`src/rtl/dispatch_pkg.sv`:
```
// Shared types and constants for the single-issue dispatch unit.
package dispatch_pkg;

  typedef enum logic [1:0] {
    IDLE     = 2'd0,
    ISSUE    = 2'd1,
    WAIT     = 2'd2,
    COMPLETE = 2'd3
  } disp_state_t;

  localparam logic [2:0] RS_INTEGER    = 3'b000;
  localparam logic [2:0] RS_LOAD_STORE = 3'b001;
  localparam logic [2:0] RS_BRANCH     = 3'b010;
  localparam logic [2:0] RS_NONE       = 3'b111;

  localparam int INT_W = 76;
  localparam int LS_W  = 104;
  localparam int BR_W  = 106;

  function automatic logic rs_known(input logic [2:0] code);
    return (code == RS_INTEGER) || (code == RS_LOAD_STORE) || (code == RS_BRANCH);
  endfunction

endpackage

```
`src/rtl/dispatch_if.sv`:
```
// Decode/Execute/retire bundle seen by the dispatch unit (master) and its environment.
interface dispatch_if #(parameter int XLEN = 32) ();
  import dispatch_pkg::*;

  logic             kill;
  logic             stall;
  logic             dec_valid;
  logic             dec_ready;
  logic [XLEN-1:0]  dec_pc;
  logic [2:0]       dec_dest;
  logic [INT_W-1:0] dec_integer;
  logic [LS_W-1:0]  dec_loadstore;
  logic [BR_W-1:0]  dec_branch;
  logic [XLEN-1:0]  dispatched_pc;
  logic [2:0]       rs_destination;
  logic [INT_W-1:0] rs_integer;
  logic [LS_W-1:0]  rs_loadstore;
  logic [BR_W-1:0]  rs_branch;
  logic             finish_ex;
  logic [XLEN-1:0]  nextpc;
  logic [4:0]       complete_rd;
  logic [XLEN-1:0]  complete_data;
  logic             rf_we;
  logic [4:0]       rf_waddr;
  logic [XLEN-1:0]  rf_wdata;
  logic             redirect_valid;
  logic [XLEN-1:0]  redirect_pc;
  logic             timeout_err;

  modport master (
    input  kill, stall, dec_valid, dec_pc, dec_dest, dec_integer, dec_loadstore,
           dec_branch, finish_ex, nextpc, complete_rd, complete_data,
    output dec_ready, dispatched_pc, rs_destination, rs_integer, rs_loadstore,
           rs_branch, rf_we, rf_waddr, rf_wdata, redirect_valid, redirect_pc,
           timeout_err
  );

  modport slave (
    output kill, stall, dec_valid, dec_pc, dec_dest, dec_integer, dec_loadstore,
           dec_branch, finish_ex, nextpc, complete_rd, complete_data,
    input  dec_ready, dispatched_pc, rs_destination, rs_integer, rs_loadstore,
           rs_branch, rf_we, rf_waddr, rf_wdata, redirect_valid, redirect_pc,
           timeout_err
  );
endinterface

```
`src/rtl/dispatch_watchdog.sv`:
```
// WAIT-cycle counter; expires on the last allowed WAIT cycle.
module dispatch_watchdog #(
  parameter int TIMEOUT_CYCLES = 64
) (
  input  logic clk,
  input  logic rst_n,
  input  logic clear_i,
  input  logic count_i,
  output logic expire_o
);
  localparam int TW = (TIMEOUT_CYCLES > 2) ? $clog2(TIMEOUT_CYCLES) : 1;

  logic [TW-1:0] timer_q, timer_d;

  assign expire_o = count_i && (timer_q == TW'(TIMEOUT_CYCLES - 1));

  always_comb begin
    timer_d = timer_q;
    if (clear_i) begin
      timer_d = '0;
    end else if (count_i && !expire_o) begin
      timer_d = timer_q + 1'b1;
    end
  end

  always_ff @(posedge clk or negedge rst_n) begin
    if (!rst_n) begin
      timer_q <= '0;
    end else begin
      timer_q <= timer_d;
    end
  end
endmodule

```
`src/rtl/dispatch_unit.sv`:
```
// Single-in-flight dispatcher: issues one decoded op to Execute, retires it, redirects fetch.
//   state    | meaning
//   IDLE     | ready for a new op from decode
//   ISSUE    | op presented to Execute for its latch cycle
//   WAIT     | waiting for a finish_ex rising edge or watchdog expiry
//   COMPLETE | one-cycle retire: redirect pulse and optional rf write
module dispatch_unit
  import dispatch_pkg::*;
#(
  parameter int TIMEOUT_CYCLES = 64,
  parameter int XLEN           = 32
) (
  input logic         clk,
  input logic         reset,
  dispatch_if.master  bus
);
  disp_state_t state_q, state_d;

  logic [XLEN-1:0]  pc_q;
  logic [2:0]       dest_q;
  logic [INT_W-1:0] int_q;
  logic [LS_W-1:0]  ls_q;
  logic [BR_W-1:0]  br_q;
  logic [XLEN-1:0]  redir_pc_q;
  logic [4:0]       waddr_q;
  logic [XLEN-1:0]  wdata_q;
  logic             we_q;
  logic             fin_q;
  logic             timeout_q;

  logic dec_ready_w;
  logic accept;
  logic done;
  logic expire;

  // Reset is folded in so decode never sees a ready while the block is held in reset.
  assign dec_ready_w = (state_q == IDLE) && !bus.stall && !bus.kill && reset;
  assign accept      = bus.dec_valid && dec_ready_w;
  assign done        = bus.finish_ex && !fin_q;

  dispatch_watchdog #(.TIMEOUT_CYCLES(TIMEOUT_CYCLES)) u_watchdog (
    .clk      (clk),
    .rst_n    (reset),
    .clear_i  (state_q == ISSUE),
    .count_i  (state_q == WAIT),
    .expire_o (expire)
  );

  always_comb begin
    state_d                = state_q;
    bus.rs_destination     = RS_NONE;
    bus.redirect_valid     = 1'b0;
    bus.rf_we              = 1'b0;
    if (bus.kill) begin
      state_d = IDLE;
    end else begin
      case (state_q)
        IDLE: begin
          if (accept) state_d = rs_known(bus.dec_dest) ? ISSUE : COMPLETE;
        end
        ISSUE: begin
          state_d            = WAIT;
          bus.rs_destination = dest_q;
        end
        WAIT: begin
          bus.rs_destination = dest_q;
          if (done || expire) state_d = COMPLETE;
        end
        COMPLETE: begin
          state_d            = IDLE;
          bus.redirect_valid = 1'b1;
          bus.rf_we          = we_q;
        end
        default: state_d = IDLE;
      endcase
    end
  end

  always_ff @(posedge clk or negedge reset) begin
    if (!reset) begin
      state_q    <= IDLE;
      pc_q       <= '0;
      dest_q     <= RS_NONE;
      int_q      <= '0;
      ls_q       <= '0;
      br_q       <= '0;
      redir_pc_q <= '0;
      waddr_q    <= '0;
      wdata_q    <= '0;
      we_q       <= 1'b0;
      fin_q      <= 1'b0;
      timeout_q  <= 1'b0;
    end else begin
      state_q <= state_d;
      fin_q   <= bus.finish_ex;
      if (accept) begin
        pc_q   <= bus.dec_pc;
        dest_q <= bus.dec_dest;
        int_q  <= bus.dec_integer;
        ls_q   <= bus.dec_loadstore;
        br_q   <= bus.dec_branch;
        // Unknown RS codes bypass Execute and just step fetch past the op.
        if (!rs_known(bus.dec_dest)) begin
          redir_pc_q <= bus.dec_pc + XLEN'(4);
          we_q       <= 1'b0;
        end
      end
      if (state_q == WAIT && !bus.kill) begin
        if (done) begin
          redir_pc_q <= bus.nextpc;
          waddr_q    <= bus.complete_rd;
          wdata_q    <= bus.complete_data;
          we_q       <= (dest_q != RS_BRANCH) && (bus.complete_rd != 5'd0);
        end else if (expire) begin
          redir_pc_q <= pc_q + XLEN'(4);
          we_q       <= 1'b0;
          timeout_q  <= 1'b1;
        end
      end
    end
  end

  assign bus.dec_ready     = dec_ready_w;
  assign bus.dispatched_pc = pc_q;
  assign bus.rs_integer    = int_q;
  assign bus.rs_loadstore  = ls_q;
  assign bus.rs_branch     = br_q;
  assign bus.rf_waddr      = waddr_q;
  assign bus.rf_wdata      = wdata_q;
  assign bus.redirect_pc   = redir_pc_q;
  assign bus.timeout_err   = timeout_q;
endmodule

```
`src/flat_wrapper.sv`:
```
// flat-port wrapper written by rule: the top's interface ports become plain ports
module dispatch_unit_flat import dispatch_pkg::*;
#(
  parameter int TIMEOUT_CYCLES = 64,
  parameter int XLEN           = 32
)
  (clk, reset, bus_kill, bus_stall, bus_dec_valid, bus_dec_pc, bus_dec_dest, bus_dec_integer, bus_dec_loadstore, bus_dec_branch, bus_finish_ex, bus_nextpc, bus_complete_rd, bus_complete_data, bus_dec_ready, bus_dispatched_pc, bus_rs_destination, bus_rs_integer, bus_rs_loadstore, bus_rs_branch, bus_rf_we, bus_rf_waddr, bus_rf_wdata, bus_redirect_valid, bus_redirect_pc, bus_timeout_err);
  dispatch_if #(.XLEN(XLEN)) bus_i ();
  input logic clk;
  input logic reset;
  input wire logic [$bits(bus_i.kill)-1:0] bus_kill;
  input wire logic [$bits(bus_i.stall)-1:0] bus_stall;
  input wire logic [$bits(bus_i.dec_valid)-1:0] bus_dec_valid;
  input wire logic [$bits(bus_i.dec_pc)-1:0] bus_dec_pc;
  input wire logic [$bits(bus_i.dec_dest)-1:0] bus_dec_dest;
  input wire logic [$bits(bus_i.dec_integer)-1:0] bus_dec_integer;
  input wire logic [$bits(bus_i.dec_loadstore)-1:0] bus_dec_loadstore;
  input wire logic [$bits(bus_i.dec_branch)-1:0] bus_dec_branch;
  input wire logic [$bits(bus_i.finish_ex)-1:0] bus_finish_ex;
  input wire logic [$bits(bus_i.nextpc)-1:0] bus_nextpc;
  input wire logic [$bits(bus_i.complete_rd)-1:0] bus_complete_rd;
  input wire logic [$bits(bus_i.complete_data)-1:0] bus_complete_data;
  output wire logic [$bits(bus_i.dec_ready)-1:0] bus_dec_ready;
  output wire logic [$bits(bus_i.dispatched_pc)-1:0] bus_dispatched_pc;
  output wire logic [$bits(bus_i.rs_destination)-1:0] bus_rs_destination;
  output wire logic [$bits(bus_i.rs_integer)-1:0] bus_rs_integer;
  output wire logic [$bits(bus_i.rs_loadstore)-1:0] bus_rs_loadstore;
  output wire logic [$bits(bus_i.rs_branch)-1:0] bus_rs_branch;
  output wire logic [$bits(bus_i.rf_we)-1:0] bus_rf_we;
  output wire logic [$bits(bus_i.rf_waddr)-1:0] bus_rf_waddr;
  output wire logic [$bits(bus_i.rf_wdata)-1:0] bus_rf_wdata;
  output wire logic [$bits(bus_i.redirect_valid)-1:0] bus_redirect_valid;
  output wire logic [$bits(bus_i.redirect_pc)-1:0] bus_redirect_pc;
  output wire logic [$bits(bus_i.timeout_err)-1:0] bus_timeout_err;
  assign bus_i.kill = bus_kill;
  assign bus_i.stall = bus_stall;
  assign bus_i.dec_valid = bus_dec_valid;
  assign bus_i.dec_pc = bus_dec_pc;
  assign bus_i.dec_dest = bus_dec_dest;
  assign bus_i.dec_integer = bus_dec_integer;
  assign bus_i.dec_loadstore = bus_dec_loadstore;
  assign bus_i.dec_branch = bus_dec_branch;
  assign bus_i.finish_ex = bus_finish_ex;
  assign bus_i.nextpc = bus_nextpc;
  assign bus_i.complete_rd = bus_complete_rd;
  assign bus_i.complete_data = bus_complete_data;
  assign bus_dec_ready = bus_i.dec_ready;
  assign bus_dispatched_pc = bus_i.dispatched_pc;
  assign bus_rs_destination = bus_i.rs_destination;
  assign bus_rs_integer = bus_i.rs_integer;
  assign bus_rs_loadstore = bus_i.rs_loadstore;
  assign bus_rs_branch = bus_i.rs_branch;
  assign bus_rf_we = bus_i.rf_we;
  assign bus_rf_waddr = bus_i.rf_waddr;
  assign bus_rf_wdata = bus_i.rf_wdata;
  assign bus_redirect_valid = bus_i.redirect_valid;
  assign bus_redirect_pc = bus_i.redirect_pc;
  assign bus_timeout_err = bus_i.timeout_err;
  dispatch_unit #(.TIMEOUT_CYCLES(TIMEOUT_CYCLES), .XLEN(XLEN)) u_core (.clk(clk), .reset(reset), .bus(bus_i));
endmodule
```
`config.mk`:
```
export PLATFORM = sky130hd
export DESIGN_NAME = dispatch_unit_flat
export DESIGN_NICKNAME = d
export VERILOG_FILES = /design/src/rtl/dispatch_pkg.sv /design/src/rtl/dispatch_if.sv /design/src/rtl/dispatch_watchdog.sv /design/src/rtl/dispatch_unit.sv /design/src/flat_wrapper.sv
export SDC_FILE = /design/constraint.sdc
export NUM_CORES = 1
export LEC_CHECK = 0
export BUFFER_PORTS_ARGS = -buffer_cell sky130_fd_sc_hd__buf_4
export CAP_MARGIN = 20
export CORE_AREA = 2 2 304 306
export CTS_CLUSTER_SIZE = 16
export DETAILED_ROUTE_END_ITERATION = 8
export DIE_AREA = 0 0 306 308
export PLACE_DENSITY = 0.4
export SYNTH_ARGS = -nofsm -noshare
export SYNTH_HDL_FRONTEND = slang
export SYNTH_SLANG_ARGS = --single-unit
```
`constraint.sdc`:
```
create_clock -name clk -period 4.7 [get_ports clk]
set_input_delay 0.94 -clock clk [delete_from_list [all_inputs] [get_ports clk]]
set_output_delay 0.94 -clock clk [all_outputs]
set_load 0.01 [all_outputs]
```
==> metrics <==
status=finished clean; final-report hold violation count=0; Slew HR=33.0%; Hold WC Path Type=input port to async pin; hpwl dp=55000 µm; reg2reg start=u_core.state_q[0]$_DFFE_PN0P_; worst setup path class=register to output port; first-pass GRT wire length=101000 µm; ys flop type=dfrtp_1; WP data arrival=1.96 ns; register area=10000 µm²; WL final=70400 µm; Syn Inst Count=1207; post-route clock skew=0.0211 ns; PortBufs=789; clk_lat worst skew=0.61 ns; Worst setup SP type=register; Iter 0 DRT Violations=589; unrepaired setup endpoints after global routing=false; die height=308 µm; post-synthesis cell area=16800 µm²; overall power=17.0 mW; Finished Core Util=28.5%; Post-Syn Nets=1611; fin crit share=61.7%; Root Driver=clkbuf_16; Post-synth EDFFs=0; Worst R2R Path Depth=6; Setup crit end kind=output port; Core Rows=111; Seq/Total Area, Yosys=59.7%; grt total ovfl=0; # Post-CTS Setup Buffers=0; Clock Pin Slew Worst Setup and Hold Paths=0.06 ns; initial core utilization=18.5%; Slew Limit Fails=0; share of synthesized registers carrying an async set or reset=100%; routability cong.=0.839; VDD IR-drop max=361 µV; library cells used by synthesis=59; Lkg Pwr=12.0 nW; Final Instance Count excl. Fillers=3241; max_cap viols=0; FMAX=345 MHz; H-tree levels=2; via/cell ratio=4.14; Overall Global Routing Usage=14.4%; final setup fails=0; CTS Buffer Depth=3; DIE AREA=94200 µm²; Core Area=91000 µm²; initial antenna violation count=13; via count=13400; largest net degree at the start of global routing=139; CP max FO=4; setup_tns=0 ns; Tmin final=2.90 ns; Crit path required time=3.76 ns; area grow syn2layout=54.4%; syn avg cell area=13.9 µm²; share of cells above drive strength 1=61.6%; Synth warnings=0; CTS buffer count=51; drt wl/cell=21.7 µm; R2R Path End=u_core.bus.rs_integer[36]$_DFFE_PN0N_; reg-to-reg slack, setup=2.01 ns; Die Width=306 µm; PD cells=655 nW/µm²; CTS Hold Bufs=0; footprint of the multi-input gates=6420 µm²; Antenna Nets Post-Route=0; fin nets=2417; CTS resizes=0; CTS tree=done; Pre-antenna DRT Iters=7; DP Cell Count=3145; clock sink count=401; hold slack=0.255 ns; Least-Margin Pin Slew=1.00 ns; register bit total from synthesis=401; number of global-route vias before repair=14500; FILL cells=9450; Residual DRC=0; # IOs=790
## routing by layer
layer  track usage, %  routed length, µm
met5                0                108
met4             4.99               2270
met3             5.24               6540
met2             25.5              36000
met1             15.9              25400
## registers in the layout (all words and copies together) (netlist names)
| register | cells |
|---|---|
| u_core.bus.rf_waddr | 5 |
| u_core.u_watchdog.timer_q | 6 |
| u_core.dest_q | 3 |
| u_core.bus.dispatched_pc | 32 |
| u_core.bus.rf_wdata | 32 |
| u_core.fin_q | 1 |
| u_core.we_q | 1 |
| u_core.bus.rs_integer | 76 |
| u_core.state_q | 2 |
| u_core.bus.rs_loadstore | 104 |
| u_core.bus.redirect_pc | 32 |
| u_core.bus.timeout_err | 1 |
| u_core.bus.rs_branch | 106 |
## worst max-delay path by stage
stage	startpoint	endpoint	slack, ns	depth (start not counted)
final	u_core.state_q[1]$_DFFE_PN0P_	bus_rf_we	1.80	4
after global routing	u_core.state_q[1]$_DFFE_PN0P_	bus_rf_we	1.69	4
after CTS	u_core.state_q[1]$_DFFE_PN0P_	bus_rf_we	1.70	4
after detailed placement	reset	u_core.bus.rs_loadstore[44]$_DFFE_PN0N_	1.43	5
after global placement	reset	u_core.bus.rs_loadstore[75]$_DFFE_PN0N_	1.48	5
after floorplan	bus_dec_pc[4]	u_core.bus.redirect_pc[17]$_DFF_PN0_	2.18	6
## area by class of cell
type | count | share of cell area (%)
diodes | 3 | 0.0289
well taps | 1186 | 5.72
repair buffers | 815 | 24.0
flip-flops and latches | 401 | 38.7
clock inverters | 16 | 0.950
multi-input cells | 729 | 24.8
clock buffers | 76 | 5.66
inverters | 15 | 0.217
## logic make-up after synthesis
logic type | synth area share, %
AOI/OAI and AO/OA | 4.72
xor gates and xnor gates | 2.03
adders and majority gates | 0.595
buffers and inverters | 2.21
DFF | 59.7
muxes | 23.9
and+or+nand+nor | 6.86
## synthesized netlist by cell type, drive strengths merged (10+ instances only)
| cell | n | area, µm² |
|---|---|---|
| a21oi | 18 | 93.8 |
| and4 | 10 | 88.8 |
| buf | 38 | 195 |
| clkbuf | 24 | 120 |
| dfrtp | 398 | 9960 |
| inv | 15 | 56.3 |
| mux2 | 353 | 3980 |
| nand2 | 47 | 176 |
| nand2b | 11 | 68.8 |
| nand3 | 27 | 140 |
| nand4 | 20 | 153 |
| nor2 | 30 | 113 |
| nor3 | 15 | 85.1 |
| nor4 | 17 | 106 |
| o21ai | 36 | 180 |
| o221ai | 11 | 96.3 |
| or3 | 10 | 67.6 |
| xnor2 | 23 | 201 |
| xor2 | 16 | 140 |
## worst max-delay path, stage by stage, from the launching register on
cell and delay [ns]:
dfrtp_1 0.40, ha_1 0.15, nor2b_1 0.40, and2_1 0.27, buf_4 0.15
## layout by cell type (no fill, tap or decap), types with 23 or more instances in the layout
cell type,Yosys,routed
nand3_1,26,26
nor2_1,30,29
mux2_2,353,353
clkbuf_16,0,51
nand2_1,47,46
buf_4,2,806
o21ai_0,35,35
xnor2_1,23,23
dfrtp_1,398,398
## where the power goes
group | switching (mW) | internal (mW)
sequential | 1.15 | 5.18
combinational | 2.91 | 3.69
clock | 1.63 | 2.44
## through the flow
| step | setup WS [ns] | instance area, µm² |
|---|---|---|
| after floorplan | 2.18 | 16800 |
| after global placement | 1.48 | 24200 |
| after detailed placement | 1.43 | 24200 |
| after CTS | 1.70 | 25900 |
| after global routing | 1.69 | 26000 |
| final | 1.80 | 26000 |
Power figures use the tool's default switching activity.
